## src/rtl/bcd_scan_counter.sv

```systemverilog
// Four-digit BCD up/down counter with a free-running 4-phase display scan.
// Count and scan rates come from independent prescalers on one clock.
module bcd_scan_counter #(
    parameter int TICK_DIV = 100_000_000,
    parameter int SCAN_DIV = 100_000
) (
    input  logic       clk,
    input  logic       reset,
    input  logic       en,
    input  logic       up,
    input  logic       clr,
    output logic [3:0] Q1,
    output logic [3:0] Q2,
    output logic [3:0] Q3,
    output logic [3:0] Q4,
    output logic [1:0] Y,
    output logic [3:0] an,
    output logic       rollover
);

    localparam int TW = (TICK_DIV > 1) ? $clog2(TICK_DIV) : 1;
    localparam int SW = (SCAN_DIV > 1) ? $clog2(SCAN_DIV) : 1;
    localparam logic [TW-1:0] TICK_LAST = TW'(TICK_DIV - 1);
    localparam logic [SW-1:0] SCAN_LAST = SW'(SCAN_DIV - 1);

    typedef enum logic [1:0] {
        S0 = 2'b00,
        S1 = 2'b01,
        S2 = 2'b10,
        S3 = 2'b11
    } scan_state_e;

    logic [TW-1:0] tick_q, tick_d;
    logic [SW-1:0] scan_q;
    logic [3:0]    dig_q [4];
    logic [3:0]    dig_d [4];
    logic          roll_q;
    logic          step;
    logic          carry;
    logic [3:0]    an_q;
    scan_state_e   state_q;

    assign step = en && (tick_q == TICK_LAST);

    always_comb begin
        tick_d = tick_q;
        if (clr) begin
            tick_d = '0;
        end else if (en) begin
            tick_d = (tick_q == TICK_LAST) ? '0 : tick_q + 1'b1;
        end
    end

    // Ripple carry/borrow: a digit only changes while the chain is still live.
    always_comb begin
        carry = 1'b1;
        for (int i = 0; i < 4; i++) begin
            dig_d[i] = dig_q[i];
            if (carry) begin
                if (up) begin
                    if (dig_q[i] == 4'd9) begin
                        dig_d[i] = 4'd0;
                    end else begin
                        dig_d[i] = dig_q[i] + 4'd1;
                        carry    = 1'b0;
                    end
                end else begin
                    if (dig_q[i] == 4'd0) begin
                        dig_d[i] = 4'd9;
                    end else begin
                        dig_d[i] = dig_q[i] - 4'd1;
                        carry    = 1'b0;
                    end
                end
            end
        end
    end

    always_ff @(posedge clk) begin
        if (reset) begin
            tick_q <= '0;
            roll_q <= 1'b0;
            for (int i = 0; i < 4; i++) dig_q[i] <= 4'd0;
        end else begin
            tick_q <= tick_d;
            roll_q <= 1'b0;
            if (clr) begin
                for (int i = 0; i < 4; i++) dig_q[i] <= 4'd0;
            end else if (step) begin
                for (int i = 0; i < 4; i++) dig_q[i] <= dig_d[i];
                roll_q <= carry;
            end
        end
    end

    // Scan keeps running through clr so the display never stalls.
    always_ff @(posedge clk) begin
        if (reset) begin
            scan_q  <= '0;
            state_q <= S0;
            an_q    <= 4'b1110;
        end else if (scan_q == SCAN_LAST) begin
            scan_q <= '0;
            unique case (state_q)
                S0: begin state_q <= S1; an_q <= 4'b1101; end
                S1: begin state_q <= S2; an_q <= 4'b1011; end
                S2: begin state_q <= S3; an_q <= 4'b0111; end
                S3: begin state_q <= S0; an_q <= 4'b1110; end
            endcase
        end else begin
            scan_q <= scan_q + 1'b1;
        end
    end

    assign Q1       = dig_q[0];
    assign Q2       = dig_q[1];
    assign Q3       = dig_q[2];
    assign Q4       = dig_q[3];
    assign Y        = state_q;
    assign an       = an_q;
    assign rollover = roll_q;

endmodule

```

## config.mk

```make
export PLATFORM = sky130hd
export DESIGN_NAME = bcd_scan_counter
export DESIGN_NICKNAME = d
export VERILOG_FILES = /design/src/rtl/bcd_scan_counter.sv
export SDC_FILE = /design/constraint.sdc
export NUM_CORES = 1
export LEC_CHECK = 0
export BUFFER_PORTS_ARGS = -buffer_cell sky130_fd_sc_hd__buf_4
export CORE_ASPECT_RATIO = 0.8
export CORE_MARGIN = 2
export CORE_UTILIZATION = 50
export DETAILED_ROUTE_END_ITERATION = 8
export GPL_TIMING_DRIVEN = 0
export PLACE_DENSITY = 0.68
export REMOVE_ABC_BUFFERS = 1
export SYNTH_ARGS = -nofsm -noshare
export SYNTH_HDL_FRONTEND = slang
export SYNTH_SLANG_ARGS = --single-unit
export TNS_END_PERCENT = 100
```

## constraint.sdc

```tcl
create_clock -name clk -period 2.77 [get_ports clk]
set_clock_uncertainty 0.15 [all_clocks]
set_input_delay 0.554 -clock clk [delete_from_list [all_inputs] [get_ports clk]]
set_output_delay 0.554 -clock clk [all_outputs]
set_load 0.02 [all_outputs]
```

* Yosys cells after proc, flatten, opt, wreduce, memory -nomap -nowiden
Memory sizes are Yosys's and may differ from the RTL's. Cells that the tools add are included.
Word-level totals: bits in registers 51, bits in writable memories 16, output and inout bits 23, memories 1
Operators by class: add/sub/neg operators 10, eq/ne operators 9, muxes and demuxes 49, bitwise gates (word level) 10, reduce and logical (&&, ||, !) cells 9
Memory list:
- dig_q | depth 4, bits a word 4, read ports 4, clocked after memory_dff 0, write ports 4, line 35 | logic [3:0] dig_q [4];
Operator list (count):
- $mux 4 | 23
- $add 27x1->27 const B | 1
- $eq 27x27->1 const B | 1
- $mux 27 | 1
- $mux 1 | 23
- $add 17x1->17 const B | 1
- $eq 17x17->1 const B | 1
- $add 4x1->4 const B | 4
- $eq 4x4->1 const B | 4
- $logic_not 4->1 | 4
- $pmux 4 s4 | 1
- $sub 4x1->4 const B | 4
- $or 1x1->1 | 8
- $pmux 2 s4 | 1
- $eq 2x2->1 const B | 2
- $reduce_or 2->1 | 2
- $reduce_or 4->1 | 1
- $eq 2x1->1 const B | 1
- $logic_not 2->1 | 1
- $not 1->1 | 2
- $logic_and 1x1->1 | 1

* Logic depth before layout (Yosys ltp)
Gate-level depths: netlist of run 1.
depth in word-level cells 7, mapped depth 7

* Worst setup path before layout of run 1
OpenSTA, ideal clock, no wires.
path kind reg-to-reg, from mem dig_q[2][0], to mem dig_q[3][0], enable pin, arrival time 1.894 ns, required time 2.259 ns, slack 0.365 ns, cell stages (with the launch flop) 7, clock period less this slack 2.405 ns, path through dfxtp_1 -> inv_1 -> ha_1 -> or3b_2 -> a21oi_1 -> nand3_1 -> o21ai_0
RTL lines (line):
- from (decl) | 35

==> run_results.csv, run 1 <==
group,metric,value,unit
synthesis,synth_mux_area_share,2.723,%
critical_path,setup.worst_path.class,"flop to flop",
route,ant_nets,0,
cells_and_area,antennaDiodeCount,0,
critical_path,startpoint_type,"flop",
pwr,p_leak,1.404,nW
die,core_region_area,7357,um2
clock_network,cts_setup_buffers,0,
clock_network,clkTransAtPathRegs,60,ps
route,wire_per_inst,13.91,um
worst_hold_path,hp-class,"primary input to flop",
synthesis,netlist_instances,433,
critical_path,reg2reg_to,"dig_q[3][3]$_SDFFCE_PN0P_",
clock_network,clockBufferDepth,2,
die,die_area,8250,um2
worst_hold_path,holdPathStages,2,
critical_path,cp.depth,4,
critical_path,critPathLaunch,"dig_q[0][0]$_SDFFCE_PN0P_",
pwr,vdd_ir_drop_max,0.2707,mV
timing,whs,274.0,ps
timing,rsz0062_at_grt,"no",
critical_path,cp_slowest_cell,"edfxtp_1",
route,post-route-drc-count,0,
timing,setup_violations,0,
clock_network,postCtsHoldBufs,0,
cells_and_area,final_cell_mix,"dfxtp_1 (55), nor2_1 (43), nand2_1 (30)",
cells_and_area,layout_commonest_cell,"dfxtp_1",
global_routing,grt_max_degree,44,
global_routing,grt_first_pass_wirelength,12060,um
global_routing,grt_overflow,0,
synthesis,synth_xor_area_share,6.742,%
placed_design,hpwl,4981,um
clock_network,numCtsBuffers,9,
critical_path,r2r_cells,4,
die,start_util,51.21,%
route,drtPass1Iterations,4,
die,io_pins,28,
clock_network,cts-root-buf,"clkbuf_8",
job,maxCapViolCount,0,
critical_path,worstSetupEndpoint,"dig_q[3][3]$_SDFFCE_PN0P_",
cells_and_area,fin_util,56.16,%
synthesis,syn_area_per_cell,8.701,um2
synthesis,synth_warnings,0,
global_routing,grt_pass1_vias,2631,
status,status,"finished, final reports clean",
route,dr.first_iter.drc_count,113,
cells_and_area,syn_to_final_growth,9.665,%
synthesis,synth_top_family_by_area,"simple AND/OR/NAND/NOR gates",
route,drt_wl_total,7499,um
timing,period_share,92.98,%
cells_and_area,fillers,667,
placed_design,portBuffers,27,
clock_network,clk-insertion-delay-late,340,ps
synthesis,synthesis.area,3767,um2
critical_path,cp-end-kind,"flop",
critical_path,cp_top_family,"compound AO/OA/AOI/OAI gates",
critical_path,path_buf_inv,0,
timing,finalHoldViolCount,0,
synthesis,synth-adder-area-share,3.321,%
synthesis,synthFlopType,"dfxtp_1",
timing,clock.fmax,0.3882,GHz
timing,max_slew_margin,27.64,%
critical_path,worstPathCellList,"or3_1 -> a211oi_1 -> nand3_1 -> o21ai_1",
critical_path,arrival,2430,ps
cells_and_area,drive_gt1_share,12.25,%
route,vias_per_cell,5.848,
placed_design,place.gp.congestion,0.8105,
critical_path,r2r_start,"dig_q[0][0]$_SDFFCE_PN0P_",
clock_network,ctsHtreeMaxLevel,3,
critical_path,path_max_fanout,14,
clock_network,cts_tree,"built",
timing,period_needed,2576,ps
die,rows,28,
timing,worst_pin_slew,1079,ps
synthesis,synthSimpleGateAreaFrac,29.96,%
synthesis,ys_seq_elements,67,
die,die_w,101.1,um
synthesis,synth_compound_area_share,14.02,%
clock_network,numClockSinks,67,
synthesis,synth_edf_count,12,
route,num_vias,3152,
die,die_h,81.64,um
global_routing,antenna_found_initial,0,
synthesis,yosysUniqueCellTypes,58,
critical_path,r2r_slack,190,ps
critical_path,worst_path_largest_cell_delay,570,ps
synthesis,synth_seq_area_share,38.79,%
critical_path,worstPathRequired,2620,ps
cells_and_area,nets,459,
global_routing,grtUsageTotal,18.27,%
pwr,power.density,446.0,nW/um2
timing,drv_slew,0,
synthesis,synth-async-reset-ratio,0,%
-- worst min-delay path by stage --
stage / startpoint / slack, ps / to
final: clr / 270 / tick_q[4]$_SDFFE_PP0P_
after global routing: clr / 260 / tick_q[4]$_SDFFE_PP0P_
after CTS: clr / 260 / tick_q[4]$_SDFFE_PP0P_
after detailed placement: scan_q[0]$_SDFF_PP0_ / 300 / scan_q[0]$_SDFF_PP0_
after global placement: scan_q[0]$_SDFF_PP0_ / 290 / scan_q[0]$_SDFF_PP0_
after floorplan: scan_q[0]$_SDFF_PP0_ / 280 / scan_q[0]$_SDFF_PP0_
-- what timing repair did --
action / 4_1_cts / 5_1_grt
gates resized for setup: 1 / 1
setup endpoints to repair: 2 / 17
pin swaps: 0 / 1
cloned: 0 / 1
-- area by class of cell --
cell class	count	area [um2]	share of cell area, %
multi-input combinational	329	2155	52.15
tap	90	112.6	2.726
inverter	10	37.54	0.9085
clock buffer	13	148.9	3.604
timing repair buffer	27	202.7	4.906
sequential	67	1461	35.37
clock inverter	3	13.76	0.3331
-- cells by family (layout without fill, tap and decap cells) --
| family | count (synthesis) | in the layout |
|---|---|---|
| AOI/OAI and AO/OA | 81 | 82 |
| xor gates and xnor gates | 29 | 29 |
| adders and majority gates | 10 | 10 |
| buffers and inverters | 38 | 53 |
| DFF | 67 | 67 |
| muxes | 10 | 10 |
| and+or+nand+nor | 198 | 198 |
-- worst reg2reg max path, delay by kind of cell, from the launching register on --
family             cells  cell delay (ps)
DFF                    1              570
AOI/OAI and AO/OA      2              860
and+or+nand+nor        2              650
-- per-layer routing --
layer / track usage [%] / wire [um]
met1: 24.59 / 3774
met5: 0 / 0
met4: 5.405 / 68
met2: 28.34 / 3270
met3: 5.702 / 385
-- cell usage after synthesis (all sizes together), types with 9 or more instances --
cell type | count | area share, %
dfxtp | 55 | 29
nor2 | 43 | 4.3
nand2 | 30 | 3.0
a21oi | 26 | 3.5
nand3 | 23 | 3.1
clkbuf | 19 | 1.9
nand4 | 19 | 3.3
xor2 | 18 | 4.2
o21ai | 17 | 2.3
or3 | 13 | 2.2
edfxtp | 12 | 9.6
o31ai | 11 | 2.6
or4 | 11 | 2.3
xnor2 | 11 | 2.6
ha | 10 | 3.3
inv | 10 | 1.0
buf | 9 | 1.6
nor3 | 9 | 1.5
-- flip-flops by register name, indices dropped and copies added (netlist names) --
register  count
Y             2
an            4
dig_q        16
rollover      1
scan_q       17
tick_q       27
-- where the power goes --
group,switching [mW],internal [mW]
Sequential,0.0281,1.00
Clock,0.343,0.344
Combinational,0.0712,0.0518
Total,0.442,1.40
-- metrics by stage --
stage | setup TNS (ps) | worst slack (ps) | total power [mW] | std cells | instance area [um2]
6_report | 0 | 194.3 | 1.842 | 539 | 4131
5_1_grt | 0 | 29.84 | 1.929 | 539 | 4131
4_1_cts | 0 | 109.7 | 1.870 | 538 | 4115
3_5_place_dp | -3153 | -196.8 | 1.176 | 522 | 3953
3_3_place_gp | -1177 | -143.0 | 1.173 | 522 | 3953
2_1_floorplan | 0 | 288.2 | 1.127 | 405 | 3637
(Power assumes the default switching activity.)
==> inputs of run 2 (changes only) <==
--- a/config.mk
+++ b/config.mk
@@ -5,13 +5,12 @@
 export SDC_FILE = /design/constraint.sdc
 export NUM_CORES = 1
 export LEC_CHECK = 0
-export BUFFER_PORTS_ARGS = -buffer_cell sky130_fd_sc_hd__buf_4
 export CORE_ASPECT_RATIO = 0.8
 export CORE_MARGIN = 2
 export CORE_UTILIZATION = 50
 export DETAILED_ROUTE_END_ITERATION = 8
+export DONT_BUFFER_PORTS = 1
 export GPL_TIMING_DRIVEN = 0
-export PLACE_DENSITY = 0.68
 export REMOVE_ABC_BUFFERS = 1
 export SYNTH_ARGS = -nofsm -noshare
 export SYNTH_HDL_FRONTEND = slang
==> run 2 against run 1 <==
Against the previous run:
- register-to-register slack about the same
- largest cell class unchanged
- sequential cell count unchanged
- cell area down 4.3%
- core utilization down 2.4 points
- via count down 4.1%
- die area unchanged
- sequential share of layout area up 1.6 points
- sequential power about the same
==> run_results.csv, run 2 (synthesis results as in run 1) <==
group,metric,value,unit
critical_path,r2r_slack,190,ps
timing,max_slew_margin,25.71,%
route,drt_wl_total,7414,um
critical_path,worstPathRequired,2800,ps
cells_and_area,layout_commonest_cell,"dfxtp_1",
die,die_h,81.64,um
timing,finalHoldViolCount,0,
route,wire_per_inst,14.48,um
clock_network,numClockSinks,67,
critical_path,path_max_fanout,14,
clock_network,numCtsBuffers,9,
clock_network,ctsHtreeMaxLevel,3,
worst_hold_path,hold_end,"an[0]$_SDFFE_PP0P_",
global_routing,antenna_found_initial,0,
worst_hold_path,hp-class,"primary input to flop",
clock_network,cts_tree,"built",
placed_design,portBuffers,0,
cells_and_area,reg_top3,"tick_q x27, scan_q x17, dig_q x16",
status,status,"finished, final reports clean",
timing,period_needed,2582,ps
timing,drv_slew,0,
clock_network,postCtsHoldBufs,0,
route,drtPass1Iterations,4,
route,post-route-drc-count,0,
cells_and_area,antennaDiodeCount,0,
global_routing,grtUsageTotal,18.66,%
timing,whs,137.7,ps
critical_path,setup.worst_path.class,"flop to flop",
clock_network,cts-root-buf,"clkbuf_8",
timing,worst_pin_slew,1108,ps
placed_design,hpwl,4949,um
die,die_w,101.1,um
clock_network,clkTransAtPathRegs,70,ps
die,core_region_area,7357,um2
job,maxCapViolCount,0,
timing,finalSetupTns,0,ps
placed_design,place.gp.congestion,0.7728,
global_routing,grt_pass1_vias,2637,
die,start_util,51.21,%
route,ant_nets,0,
clock_network,cts_setup_buffers,0,
pwr,power.total,1.868,mW
route,vias_per_cell,5.906,
die,rows,28,
die,io_pins,28,
pwr,power.density,472.3,nW/um2
route,dr.first_iter.drc_count,182,
pwr,p_leak,1.274,nW
global_routing,grt_first_pass_wirelength,12340,um
global_routing,grt_overflow,0,
cells_and_area,largest_register,"tick_q",
critical_path,reg2reg_to,"tick_q[10]$_SDFFE_PP0P_",
clock_network,clk-insertion-delay-late,330,ps
clock_network,clockBufferDepth,2,
die,die_area,8250,um2
critical_path,r2r_cells,4,
critical_path,startpoint_type,"flop",
cells_and_area,syn_to_final_growth,4.982,%
timing,setup_violations,0,
global_routing,grt_max_degree,44,
timing,period_share,93.20,%
worst_hold_path,holdCritStartpoint,"reset",
worst_hold_path,holdPathStages,1,
timing,clock.fmax,0.3874,GHz
cells_and_area,final_cell_mix,"dfxtp_1 (55), nor2_1 (43), nand2_1 (30)",
critical_path,arrival,2610,ps
cells_and_area,drive_gt1_share,7.109,%
cells_and_area,nets,432,
critical_path,r2r_start,"tick_q[2]$_SDFFE_PP0P_",
cells_and_area,largest_reg_flops,27,
critical_path,cp-end-kind,"flop",
timing,rsz0062_at_grt,"no",
pwr,vdd_ir_drop_max,0.2838,mV
route,num_vias,3024,
[run 2: changes by cell type in the layout (fill, tap and decap cells not counted), sizes merged]
| cell | previous run | this run |
|---|---|---|
| clkinvlp | 0 | 1 |
| buf | 27 | 0 |
| clkinv | 3 | 0 |
| clkbuf | 13 | 15 |
[run 2: worst max-delay path: stages (launching register included)]
cell     delay, ps
dfxtp_1        380
and4_1         440
nand4_1        350
o31ai_2       1010
nor2_1         110
[run 2: where the power goes]
group / internal (mW) / switching [mW]
clock: 0.400 / 0.341
sequential: 1.00 / 0.0409
combinational: 0.0381 / 0.0433
total: 1.44 / 0.425
[run 2: timing repair]
item / in CTS / in global routing
resized for setup: 1 / 2
pin swaps: 0 / 1
cloned: 0 / 1
setup endpoints to repair: 4 / 35
[run 2: final cells by class]
cell class	instances	area [um2]
tap	90	112.6
multi-input combinational	329	2160
fill	691	3402
clock buffer	15	176.4
inverter	10	37.54
clock inverter	1	7.507
sequential	67	1461
[run 2: layer usage]
| metal | part of all wire [%] | global-route usage, % |
|---|---|---|
| met1 | 51 | 26.47 |
| met2 | 43 | 27.55 |
| met3 | 4.7 | 6.553 |
| met4 | 0.54 | 3.784 |
| met5 | 0 | 0 |
[run 2: how the worst max path moves through the flow]
stage	to	depth (start not counted)	slack (ps)	from
after floorplan	dig_q[3][0]$_SDFFCE_PN0P_	4	290	dig_q[0][0]$_SDFFCE_PN0P_
after global placement	dig_q[3][2]$_SDFFCE_PN0P_	4	-110	dig_q[0][0]$_SDFFCE_PN0P_
after detailed placement	dig_q[0][1]$_SDFFCE_PN0P_	3	-90	en
after CTS	dig_q[0][0]$_SDFFCE_PN0P_	3	50	tick_q[2]$_SDFFE_PP0P_
after global routing	tick_q[12]$_SDFFE_PP0P_	4	10	tick_q[2]$_SDFFE_PP0P_
final	tick_q[10]$_SDFFE_PP0P_	4	190	tick_q[2]$_SDFFE_PP0P_
[run 2: metrics by stage]
stage	utilization (%)	setup slack, ps	std cells	cell area, um2
2_1_floorplan	-	288.2	405	3637
3_3_place_gp	50.97	-108.1	495	3750
3_5_place_dp	50.97	-86.59	495	3750
4_1_cts	53.47	49.72	511	3934
5_1_grt	53.76	10.53	512	3955
6_report	53.76	188.4	512	3955
==> inputs of run 3 (changes only) <==
==> constraint.sdc (replaced) <==
create_clock -name clk -period 2.5 [get_ports clk]
set_clock_uncertainty 0.15 [all_clocks]
set_input_delay 0.5 -clock clk [delete_from_list [all_inputs] [get_ports clk]]
set_output_delay 0.5 -clock clk [all_outputs]
set_load 0.02 [all_outputs]
==> run 3 against run 2 <==
Against the previous run:
- wire length increased by 0.35%
- first-iteration DRC count increased by 1.6%
- die area unchanged
- global-route usage increased by 0.31 points
- register-to-register slack got worse by 80 ps
- clock power increased by 11%
- largest cell class unchanged
- largest power group unchanged
==> run_results.csv, run 3 (synthesis results as in run 1) <==
group,metric,value,unit
cells_and_area,nets,435,
clock_network,clkTransAtPathRegs,70,ps
route,wl_met1,3870,um
pwr,vdd_ir_drop_max,0.3144,mV
cells_and_area,antennaDiodeCount,0,
route,post-route-drc-count,0,
timing,rsz0062_at_grt,"no",
timing,setup_violations,0,
global_routing,grt_first_pass_wirelength,12520,um
worst_hold_path,hp-class,"primary input to flop",
die,core_region_area,7357,um2
critical_path,worstPathRequired,2370,ps
route,ant_nets,0,
status,status,"finished, final reports clean",
route,wl_met2,3200,um
global_routing,grt_overflow,0,
global_routing,antenna_found_initial,0,
clock_network,numCtsBuffers,9,
cells_and_area,fin_util,54.29,%
route,dr_wl_met3,323,um
route,drt_wl_total,7440,um
critical_path,cp-end-kind,"flop",
timing,setup_slack,106.1,ps
timing,clock.fmax,0.4177,GHz
die,die_w,101.1,um
critical_path,path_max_fanout,12,
placed_design,portBuffers,0,
timing,worst_pin_slew,1084,ps
critical_path,worstPathCellList,"or3_1 -> a211oi_1 -> nand3_1 -> o21ai_2",
die,rows,28,
clock_network,numClockSinks,67,
die,die_h,81.64,um
critical_path,worst_path_largest_cell_delay,610,ps
timing,max_slew_margin,27.44,%
global_routing,grtUsageTotal,18.97,%
pwr,power.density,519.1,nW/um2
critical_path,setup.worst_path.class,"flop to flop",
route,dr.max_layer_used,"met4",
critical_path,cp_slowest_cell,"edfxtp_1",
clock_network,cts_tree,"built",
placed_design,dpl_worst_slack,-343.4,ps
timing,whs,81.84,ps
cells_and_area,largest_register,"tick_q",
cells_and_area,largest_reg_flops,27,
job,maxCapViolCount,0,
global_routing,grt_max_degree,44,
route,dr.first_iter.drc_count,185,
cells_and_area,layout_commonest_cell,"dfxtp_1",
timing,period_share,95.76,%
cells_and_area,syn_to_final_growth,6.011,%
timing,finalHoldViolCount,0,
die,start_util,51.21,%
cells_and_area,design_area,3994,um2
route,num_vias,3063,
route,vias_per_cell,5.948,
clock_network,cts-root-buf,"clkbuf_8",
placed_design,place.gp.congestion,0.7728,
route,drtPass1Iterations,4,
clock_network,clockBufferDepth,2,
cells_and_area,drive_gt1_share,8.941,%
cells_and_area,reg_top3,"tick_q x27, scan_q x17, dig_q x16",
clock_network,ctsHtreeMaxLevel,3,
critical_path,startpoint_type,"flop",
pwr,p_leak,1.289,nW
critical_path,arrival,2270,ps
timing,drv_slew,0,
clock_network,postCtsHoldBufs,0,
cells_and_area,final_cell_mix,"dfxtp_1 (53), nor2_1 (43), nand2_1 (30)",
die,die_area,8250,um2
clock_network,clk-insertion-delay-late,330,ps
pwr,power.total,2.073,mW
die,io_pins,28,
placed_design,dpl-instance-area,3750,um2
route,wire_per_inst,14.45,um
timing,period_needed,2394,ps
placed_design,hpwl,4949,um
global_routing,grt_pass1_vias,2650,
## run 3: cell count changes in the layout (fill, tap and decap cells not counted), sizes merged
cell | previous run | this run
buf | 0 | 3
## run 3: layer usage
metal	GRT usage, %	vias to the layer above
li1	-	1574
met3	6.553	6
met2	28.21	61
met1	26.84	1422
met4	3.784	0
met5	0	-
## run 3: final timing paths
check | from | end | slack [ps] | cells past startpoint
worst min register to register | scan_q[0]$_SDFF_PP0_ | scan_q[0]$_SDFF_PP0_ | 310 | 1
worst min-delay path | reset | an[0]$_SDFFE_PP0P_ | 80 | 1
worst max register to register | dig_q[1][0]$_SDFFCE_PN0P_ | dig_q[3][1]$_SDFFCE_PN0P_ | 110 | 4
worst max-delay path | dig_q[1][0]$_SDFFCE_PN0P_ | dig_q[3][1]$_SDFFCE_PN0P_ | 110 | 4
## run 3: where the power goes
part / internal [mW] / switching [mW] / total (mW) / leakage [nW]
Sequential: 1.11 / 0.0442 / 1.16 / 0.575
Clock: 0.443 / 0.379 / 0.823 / 0.0900
Combinational: 0.0435 / 0.0495 / 0.0930 / 0.624
## run 3: stage by stage
stage / TNS [ps] / std cells
floorplan: 0 / 405
global placement: -6433 / 495
detailed placement: -7241 / 495
CTS: 0 / 512
global route: 0 / 515
finish: 0 / 515
## run 3: worst max-delay path, delay by kind of cell, from the launching register on
kind,cells,cell delay [ps]
AOI/OAI and AO/OA,2,680
and+or+nand+nor,2,650
DFF,1,610
## run 3: what timing repair did
item,CTS,global route
setup endpoints to repair,49,10
resized for setup,6,3
buffers inserted,0,3
pin swaps,1,3
cloned,1,0
## run 3: area by class of cell
| type | instances | area (um2) |
|---|---|---|
| repair buffers | 3 | 20.02 |
| flip-flops and latches | 67 | 1464 |
| inverters | 10 | 37.54 |
| well taps | 90 | 112.6 |
| clock buffers | 15 | 176.4 |
| clock inverters | 1 | 7.507 |
| fillers | 687 | 3363 |
| multi-input cells | 329 | 2176 |
